<file path="src/rtl/bus_decode_pkg.sv">
// Shared definitions for the bus_decode address decoder / demux.
// Holds the FSM state encoding, response codes, the bus word width and
// a helper to size target-select fields.
package bus_decode_pkg;

  localparam int unsigned BusWidth = 32;

  // Response code carried on inerr
  localparam logic ErrOk  = 1'b0;
  localparam logic ErrErr = 1'b1;

  typedef enum logic [0:0] {
    StIdle = 1'b0,
    StWait = 1'b1
  } state_e;

  // Width of a target index; at least one bit even for a single target
  function automatic int unsigned sel_width(input int unsigned n);
    return (n > 1) ? $clog2(n) : 1;
  endfunction

endpackage

</file>
<file path="src/rtl/bus_decode_if.sv">
// Simple request/ack bus as seen by the decoder: the upstream in* side
// (from the bridge) and the fan-out tgt* side (to NTGT targets).
//   slave  : decoder view (receives in* requests, drives tgt* requests)
//   master : environment view (bridge + targets)
interface bus_decode_if
  import bus_decode_pkg::*;
#(
  parameter int unsigned NTGT = 4
);
  // Upstream side
  logic [BusWidth-1:0]      inaddr;
  logic [BusWidth-1:0]      inwdata;
  logic [3:0]               inwstrb;
  logic                     inwr;
  logic                     inreq;
  logic                     inack;
  logic                     inerr;
  logic [BusWidth-1:0]      inrdata;
  // Target side
  logic [BusWidth-1:0]      tgtaddr;
  logic [BusWidth-1:0]      tgtwdata;
  logic [3:0]               tgtwstrb;
  logic                     tgtwr;
  logic [NTGT-1:0]          tgtreq;
  logic [NTGT-1:0]          tgtack;
  logic [NTGT-1:0]          tgterr;
  logic [BusWidth*NTGT-1:0] tgtrdata;

  modport slave (
    input  inaddr, inwdata, inwstrb, inwr, inreq,
    output inack, inerr, inrdata,
    output tgtaddr, tgtwdata, tgtwstrb, tgtwr, tgtreq,
    input  tgtack, tgterr, tgtrdata
  );

  modport master (
    output inaddr, inwdata, inwstrb, inwr, inreq,
    input  inack, inerr, inrdata,
    input  tgtaddr, tgtwdata, tgtwstrb, tgtwr, tgtreq,
    output tgtack, tgterr, tgtrdata
  );

endinterface

</file>
<file path="src/rtl/bus_decode_match.sv">
// Combinational base/mask address match with priority encoding.
//   addr_i : address to decode
//   hit_o  : some target matches
//   sel_o  : lowest-index matching target (0 when no hit)
module bus_decode_match
  import bus_decode_pkg::*;
#(
  parameter int unsigned            NTGT = 4,
  parameter logic [32*NTGT-1:0]     BASE = '0,
  parameter logic [32*NTGT-1:0]     MASK = '0,
  parameter int unsigned            SelW = sel_width(NTGT)
) (
  input  logic [BusWidth-1:0] addr_i,
  output logic                hit_o,
  output logic [SelW-1:0]     sel_o
);

  always_comb begin
    hit_o = 1'b0;
    sel_o = '0;
    for (int unsigned i = 0; i < NTGT; i++) begin
      // First match sticks, so the lowest index wins on overlap
      if (!hit_o && ((addr_i & MASK[32*i +: 32]) == BASE[32*i +: 32])) begin
        hit_o = 1'b1;
        sel_o = SelW'(i);
      end
    end
  end

endmodule

</file>
<file path="src/rtl/bus_decode.sv">
// Address decoder and demux for the simple request/ack bus.
// Forwards each single-beat request to the matching target, returns that
// target's ack/err/rdata upstream, and answers unmapped addresses with an
// error itself.
//   clk      : clock
//   rst      : synchronous active-high reset
//   bus      : bus_decode_if.slave (in* upstream side, tgt* target side)
//   protoerr : sticky, set when inreq arrives while a transfer is pending
// Optional build macro BUS_DECODE_TIMEOUT_EN adds a TIMEOUT-cycle watchdog
// that completes a stuck transfer with an error.
module bus_decode
  import bus_decode_pkg::*;
#(
  parameter int unsigned        NTGT    = 4,
  parameter logic [32*NTGT-1:0] BASE    = {32'h4000_0000, 32'h0002_0000,
                                           32'h0001_0000, 32'h0000_0000},
  parameter logic [32*NTGT-1:0] MASK    = {32'hF000_0000, 32'hFFFF_0000,
                                           32'hFFFF_0000, 32'hFFFF_0000},
  parameter int unsigned        TIMEOUT = 1023
) (
  input  logic         clk,
  input  logic         rst,
  bus_decode_if.slave  bus,
  output logic         protoerr
);

  localparam int unsigned SelW = sel_width(NTGT);

  logic            hit;
  logic [SelW-1:0] sel_dec;

  bus_decode_match #(
    .NTGT (NTGT),
    .BASE (BASE),
    .MASK (MASK),
    .SelW (SelW)
  ) u_match (
    .addr_i (bus.inaddr),
    .hit_o  (hit),
    .sel_o  (sel_dec)
  );

  state_e              state_q, state_d;
  logic [SelW-1:0]     sel_q, sel_d;
  logic                inack_q, inack_d;
  logic                inerr_q, inerr_d;
  logic [BusWidth-1:0] inrdata_q, inrdata_d;
  logic [NTGT-1:0]     tgtreq_q, tgtreq_d;
  logic [BusWidth-1:0] tgtaddr_q, tgtaddr_d;
  logic [BusWidth-1:0] tgtwdata_q, tgtwdata_d;
  logic [3:0]          tgtwstrb_q, tgtwstrb_d;
  logic                tgtwr_q, tgtwr_d;
  logic                protoerr_q, protoerr_d;

`ifdef BUS_DECODE_TIMEOUT_EN
  localparam int unsigned CntW = $clog2(TIMEOUT + 1);
  logic [CntW-1:0] cnt_q, cnt_d;
`endif

  // Response of the currently selected target
  logic                ack_sel;
  logic                err_sel;
  logic [BusWidth-1:0] rdata_sel;

  always_comb begin
    ack_sel   = 1'b0;
    err_sel   = 1'b0;
    rdata_sel = '0;
    for (int unsigned i = 0; i < NTGT; i++) begin
      if (sel_q == SelW'(i)) begin
        ack_sel   = bus.tgtack[i];
        err_sel   = bus.tgterr[i];
        rdata_sel = bus.tgtrdata[BusWidth*i +: BusWidth];
      end
    end
  end

  always_comb begin
    state_d    = state_q;
    sel_d      = sel_q;
    inack_d    = 1'b0;
    inerr_d    = inerr_q;
    inrdata_d  = inrdata_q;
    tgtreq_d   = '0;
    tgtaddr_d  = tgtaddr_q;
    tgtwdata_d = tgtwdata_q;
    tgtwstrb_d = tgtwstrb_q;
    tgtwr_d    = tgtwr_q;
    protoerr_d = protoerr_q;
`ifdef BUS_DECODE_TIMEOUT_EN
    cnt_d      = cnt_q;
`endif
    unique case (state_q)
      StIdle: begin
        if (bus.inreq) begin
          if (hit) begin
            tgtaddr_d  = bus.inaddr;
            tgtwdata_d = bus.inwdata;
            tgtwstrb_d = bus.inwstrb;
            tgtwr_d    = bus.inwr;
            sel_d      = sel_dec;
            tgtreq_d   = NTGT'(1) << sel_dec;
            state_d    = StWait;
`ifdef BUS_DECODE_TIMEOUT_EN
            cnt_d      = CntW'(TIMEOUT);
`endif
          end else begin
            inack_d   = 1'b1;
            inerr_d   = ErrErr;
            inrdata_d = '0;
          end
        end
      end
      StWait: begin
        // A request while busy is dropped, only flagged
        if (bus.inreq) begin
          protoerr_d = 1'b1;
        end
        if (ack_sel) begin
          inack_d   = 1'b1;
          inerr_d   = err_sel;
          inrdata_d = rdata_sel;
          state_d   = StIdle;
        end
`ifdef BUS_DECODE_TIMEOUT_EN
        else if (cnt_q == '0) begin
          inack_d   = 1'b1;
          inerr_d   = ErrErr;
          inrdata_d = '0;
          state_d   = StIdle;
        end else begin
          cnt_d = cnt_q - 1'b1;
        end
`endif
      end
      default: state_d = StIdle;
    endcase
  end

  always_ff @(posedge clk) begin
    if (rst) begin
      state_q    <= StIdle;
      sel_q      <= '0;
      inack_q    <= 1'b0;
      inerr_q    <= ErrOk;
      inrdata_q  <= '0;
      tgtreq_q   <= '0;
      tgtaddr_q  <= '0;
      tgtwdata_q <= '0;
      tgtwstrb_q <= '0;
      tgtwr_q    <= 1'b0;
      protoerr_q <= 1'b0;
`ifdef BUS_DECODE_TIMEOUT_EN
      cnt_q      <= '0;
`endif
    end else begin
      state_q    <= state_d;
      sel_q      <= sel_d;
      inack_q    <= inack_d;
      inerr_q    <= inerr_d;
      inrdata_q  <= inrdata_d;
      tgtreq_q   <= tgtreq_d;
      tgtaddr_q  <= tgtaddr_d;
      tgtwdata_q <= tgtwdata_d;
      tgtwstrb_q <= tgtwstrb_d;
      tgtwr_q    <= tgtwr_d;
      protoerr_q <= protoerr_d;
`ifdef BUS_DECODE_TIMEOUT_EN
      cnt_q      <= cnt_d;
`endif
    end
  end

  assign bus.inack    = inack_q;
  assign bus.inerr    = inerr_q;
  assign bus.inrdata  = inrdata_q;
  assign bus.tgtreq   = tgtreq_q;
  assign bus.tgtaddr  = tgtaddr_q;
  assign bus.tgtwdata = tgtwdata_q;
  assign bus.tgtwstrb = tgtwstrb_q;
  assign bus.tgtwr    = tgtwr_q;
  assign protoerr     = protoerr_q;

endmodule

</file>
<file path="src/flat_wrapper.sv">
// flat-port wrapper written by rule: the top's interface ports become plain ports
module bus_decode_flat import bus_decode_pkg::*;
#(
  parameter int unsigned        NTGT    = 4,
  parameter logic [32*NTGT-1:0] BASE    = {32'h4000_0000, 32'h0002_0000,
                                           32'h0001_0000, 32'h0000_0000},
  parameter logic [32*NTGT-1:0] MASK    = {32'hF000_0000, 32'hFFFF_0000,
                                           32'hFFFF_0000, 32'hFFFF_0000},
  parameter int unsigned        TIMEOUT = 1023
)
  (clk, rst, protoerr, bus_inaddr, bus_inwdata, bus_inwstrb, bus_inwr, bus_inreq, bus_inack, bus_inerr, bus_inrdata, bus_tgtaddr, bus_tgtwdata, bus_tgtwstrb, bus_tgtwr, bus_tgtreq, bus_tgtack, bus_tgterr, bus_tgtrdata);
  bus_decode_if #(.NTGT(NTGT)) bus_i ();
  input  logic clk;
  input  logic rst;
  output logic protoerr;
  input wire logic [$bits(bus_i.inaddr)-1:0] bus_inaddr;
  input wire logic [$bits(bus_i.inwdata)-1:0] bus_inwdata;
  input wire logic [$bits(bus_i.inwstrb)-1:0] bus_inwstrb;
  input wire logic [$bits(bus_i.inwr)-1:0] bus_inwr;
  input wire logic [$bits(bus_i.inreq)-1:0] bus_inreq;
  output wire logic [$bits(bus_i.inack)-1:0] bus_inack;
  output wire logic [$bits(bus_i.inerr)-1:0] bus_inerr;
  output wire logic [$bits(bus_i.inrdata)-1:0] bus_inrdata;
  output wire logic [$bits(bus_i.tgtaddr)-1:0] bus_tgtaddr;
  output wire logic [$bits(bus_i.tgtwdata)-1:0] bus_tgtwdata;
  output wire logic [$bits(bus_i.tgtwstrb)-1:0] bus_tgtwstrb;
  output wire logic [$bits(bus_i.tgtwr)-1:0] bus_tgtwr;
  output wire logic [$bits(bus_i.tgtreq)-1:0] bus_tgtreq;
  input wire logic [$bits(bus_i.tgtack)-1:0] bus_tgtack;
  input wire logic [$bits(bus_i.tgterr)-1:0] bus_tgterr;
  input wire logic [$bits(bus_i.tgtrdata)-1:0] bus_tgtrdata;
  assign bus_i.inaddr = bus_inaddr;
  assign bus_i.inwdata = bus_inwdata;
  assign bus_i.inwstrb = bus_inwstrb;
  assign bus_i.inwr = bus_inwr;
  assign bus_i.inreq = bus_inreq;
  assign bus_inack = bus_i.inack;
  assign bus_inerr = bus_i.inerr;
  assign bus_inrdata = bus_i.inrdata;
  assign bus_tgtaddr = bus_i.tgtaddr;
  assign bus_tgtwdata = bus_i.tgtwdata;
  assign bus_tgtwstrb = bus_i.tgtwstrb;
  assign bus_tgtwr = bus_i.tgtwr;
  assign bus_tgtreq = bus_i.tgtreq;
  assign bus_i.tgtack = bus_tgtack;
  assign bus_i.tgterr = bus_tgterr;
  assign bus_i.tgtrdata = bus_tgtrdata;
  bus_decode #(.NTGT(NTGT), .BASE(BASE), .MASK(MASK), .TIMEOUT(TIMEOUT)) u_core (.clk(clk), .rst(rst), .bus(bus_i), .protoerr(protoerr));
endmodule
</file>
<file path="config.mk">
export PLATFORM = sky130hd
export DESIGN_NAME = bus_decode_flat
export DESIGN_NICKNAME = d
export VERILOG_FILES = /design/src/rtl/bus_decode_pkg.sv /design/src/rtl/bus_decode_if.sv /design/src/rtl/bus_decode_match.sv /design/src/rtl/bus_decode.sv /design/src/flat_wrapper.sv
export SDC_FILE = /design/constraint.sdc
export NUM_CORES = 1
export LEC_CHECK = 0
export BUFFER_PORTS_ARGS = -buffer_cell sky130_fd_sc_hd__buf_2
export CAP_MARGIN = 40
export CORE_AREA = 4 4 121 123
export CTS_CLUSTER_DIAMETER = 40
export DETAILED_ROUTE_END_ITERATION = 8
export DIE_AREA = 0 0 125 127
export PLACE_DENSITY = 0.74
export SLEW_MARGIN = 15
export SYNTH_ARGS = -nofsm -noshare
export SYNTH_HDL_FRONTEND = slang
export SYNTH_SLANG_ARGS = --single-unit
</file>
<file path="constraint.sdc">
create_clock -name clk -period 2.6 [get_ports clk]
set_input_delay 0.78 -clock clk [delete_from_list [all_inputs] [get_ports clk]]
set_output_delay 0.78 -clock clk [all_outputs]
set_load 0.02 [all_outputs]
</file>
==> impl_metrics.ini <==
[cts]
cts_buffers = 9
clock_path_buffers = 2
h-tree-depth = 3
cts_setup_buffers = 0
clk_latency_ns = 0.34
clockRootBuffer = clkbuf_16
tritoncts = yes
path_clk_slew_ns = 0.07
post_cts_resized = 0
clock_sinks = 111
cts_hold_buffers = 0

[critical_path]
start_kind = input pin
crit_fanout = 18
worstSetupEndpointType = flop
critPathArrivalTime_ns = 2.43
cp.required_ns = 2.87
critPathKind = input pin to flop

[logic_synthesis]
synthArstFlopShare = 0
synth.mux.area_fraction = 0.276
synth_xor_area_frac = 0
syn_area_um2 = 5140
ys_types = 32
synth_ff_type = dfxtp_1
synth_top_family_by_area = multiplexers
syn_avg_cell_area_um2 = 9.82
ys_seq_area_frac = 0.433
synth_warnings = 0
synthCells = 523
yosys.area_share.simple = 0.178
synth-seq-cells = 111
synth_edf_count = 0
synth-compound-area-share = 0.0570
synthAdderAreaFrac = 0
syn-num-nets = 731

[global_route]
overflow = 0
grt_use_total = 0.200
grt_pass1_wl_mm = 25.2
grt_pass1_vias = 4942
grt_max_degree = 66
antenna_found_initial = 8

[drt]
num_vias = 5017
drt_pass1_iterations = 4
via_per_inst = 4.96
drc = 0
wire_per_inst_um = 16.6
drt_iter0_drc = 166
routed_wl_mm = 16.8
ant_nets = 0

[sta]
setup-tns-final_ns = 0
setup_viol = 0
final-hold-violation-count = 0
setup_ws_ns = 0.436
whs_ns = 0.455
period_minus_slack_ns = 2.16
period_share = 0.832
slew_headroom = 0.680
fmax_mhz = 462
rsz0062_at_grt = no
finClkSkew_ns = 0.00578
worst_pin_slew_ns = 0.478
slew_viol_final = 0

[floorplanning]
die_height_um = 127
die_x_um = 125
pin_count = 316
die-area_um2 = 15900
rows = 43
initial_core_util = 0.376
core_area_um2 = 13700

[power]
p_leak_nw = 3.30
ir_drop_v = 0.000262
p_per_area_nw_per_um2 = 471

[min_path]
worstHoldPathType = flop to flop

[cells_and_area]
final_area_um2 = 7220
area_growth_pct = 40.5
stdcell_count = 1012
layout_common_cells = buf_2, nand2_1, dfxtp_1
layout.nets = 1030
drive_above_1_share = 0.473
mostFrequentLayoutCell = buf_2
num-fill-cells = 1269

[placed_design]
post-place-ws_ns = 0.0644
dp.cells = 991
gp_congestion = 0.831
place_area_um2 = 6950
portBuffers = 315
dp_hpwl_mm = 13.3

[status]
outcome = completed

[job]
max_cap_violations = 0
[layout make-up]
cell class	count	area (µm²)	share of cell area
diodes	6	15.0	0.00208
clock buffers	11	233	0.0322
clock inverters	4	23.8	0.00329
inverters	2	12.5	0.00173
multi-input cells	362	2640	0.366
flip-flops and latches	111	2220	0.308
well taps	180	225	0.0312
repair buffers	336	1840	0.255
[per-stage QoR]
step,power (W),util
floorplan,0.00197,-
CTS,0.00344,0.527
global placement,0.00219,0.506
detailed placement,0.00220,0.508
finish,0.00340,0.528
global route,0.00357,0.528
[per-layer routing]
metal | part of all wire | GRT usage | vias to the layer above
met3 | 0.080 | 0.0594 | 26
met1 | 0.37 | 0.216 | 2322
met5 | 0.0016 | 0 | -
li1 | - | - | 2442
met2 | 0.53 | 0.359 | 223
met4 | 0.022 | 0.0969 | 4
[flip-flops by register name, indices dropped and copies added, names as in the netlist]
register             count
u_core.bus.tgtwdata     32
u_core.bus.inrdata      32
u_core.sel_q             2
u_core.bus.inack         1
u_core.bus.tgtwstrb      4
u_core.bus.inerr         1
u_core.bus.tgtwr         1
u_core.protoerr          1
u_core.bus.tgtreq        4
u_core.state_q           1
u_core.bus.tgtaddr      32
[Yosys cell counts (all sizes together), types with 2 or more instances]
cell / n / area, µm²
inv: 2 / 7.51
nand2: 164 / 616
dfxtp: 111 / 2220
clkbuf: 30 / 113
o22ai: 32 / 200
and3: 3 / 18.8
mux4: 34 / 766
mux2i: 65 / 651
a21oi: 3 / 15.0
o21a: 2 / 15.0
nor2: 3 / 11.3
nand3: 33 / 165
nor4: 2 / 12.5
nand2b: 3 / 18.8
buf: 18 / 173
nor3: 6 / 30.0
[where the power goes]
part	internal, W	total (W)	switching, W
combinational	0.000229	0.000435	0.000205
sequential	0.00172	0.00172	0.00000967
clock	0.000643	0.00124	0.000599
[worst max-delay path: stages]
cell and delay [ns]:
buf_2 0.10, or4b_4 0.53, a31oi_1 0.21, a21boi_4 0.22, buf_12 0.18, buf_12 0.19
mux2i_1 0.21
[cells by family after synthesis]
family / after synthesis
simple gates: 219
buf+inv: 50
compound gates: 44
mux: 99
flops: 111
[final timing paths]
| check | from | to | slack [ns] | cells after the start |
|---|---|---|---|---|
| hold / removal | u_core.bus.tgtwdata[24]$_SDFFE_PP0P_ | u_core.bus.tgtwdata[24]$_SDFFE_PP0P_ | 0.45 | 2 |
| setup reg to reg | u_core.sel_q[0]$_SDFFE_PP0P_ | u_core.bus.inrdata[30]$_SDFFE_PP0P_ | 0.70 | 5 |
| hold reg to reg | u_core.bus.tgtwdata[24]$_SDFFE_PP0P_ | u_core.bus.tgtwdata[24]$_SDFFE_PP0P_ | 0.45 | 2 |
| setup / recovery | bus_inaddr[28] | u_core.bus.tgtwstrb[2]$_SDFFE_PP0P_ | 0.44 | 7 |
No activity file was read; power rests on OpenSTA's default activity.
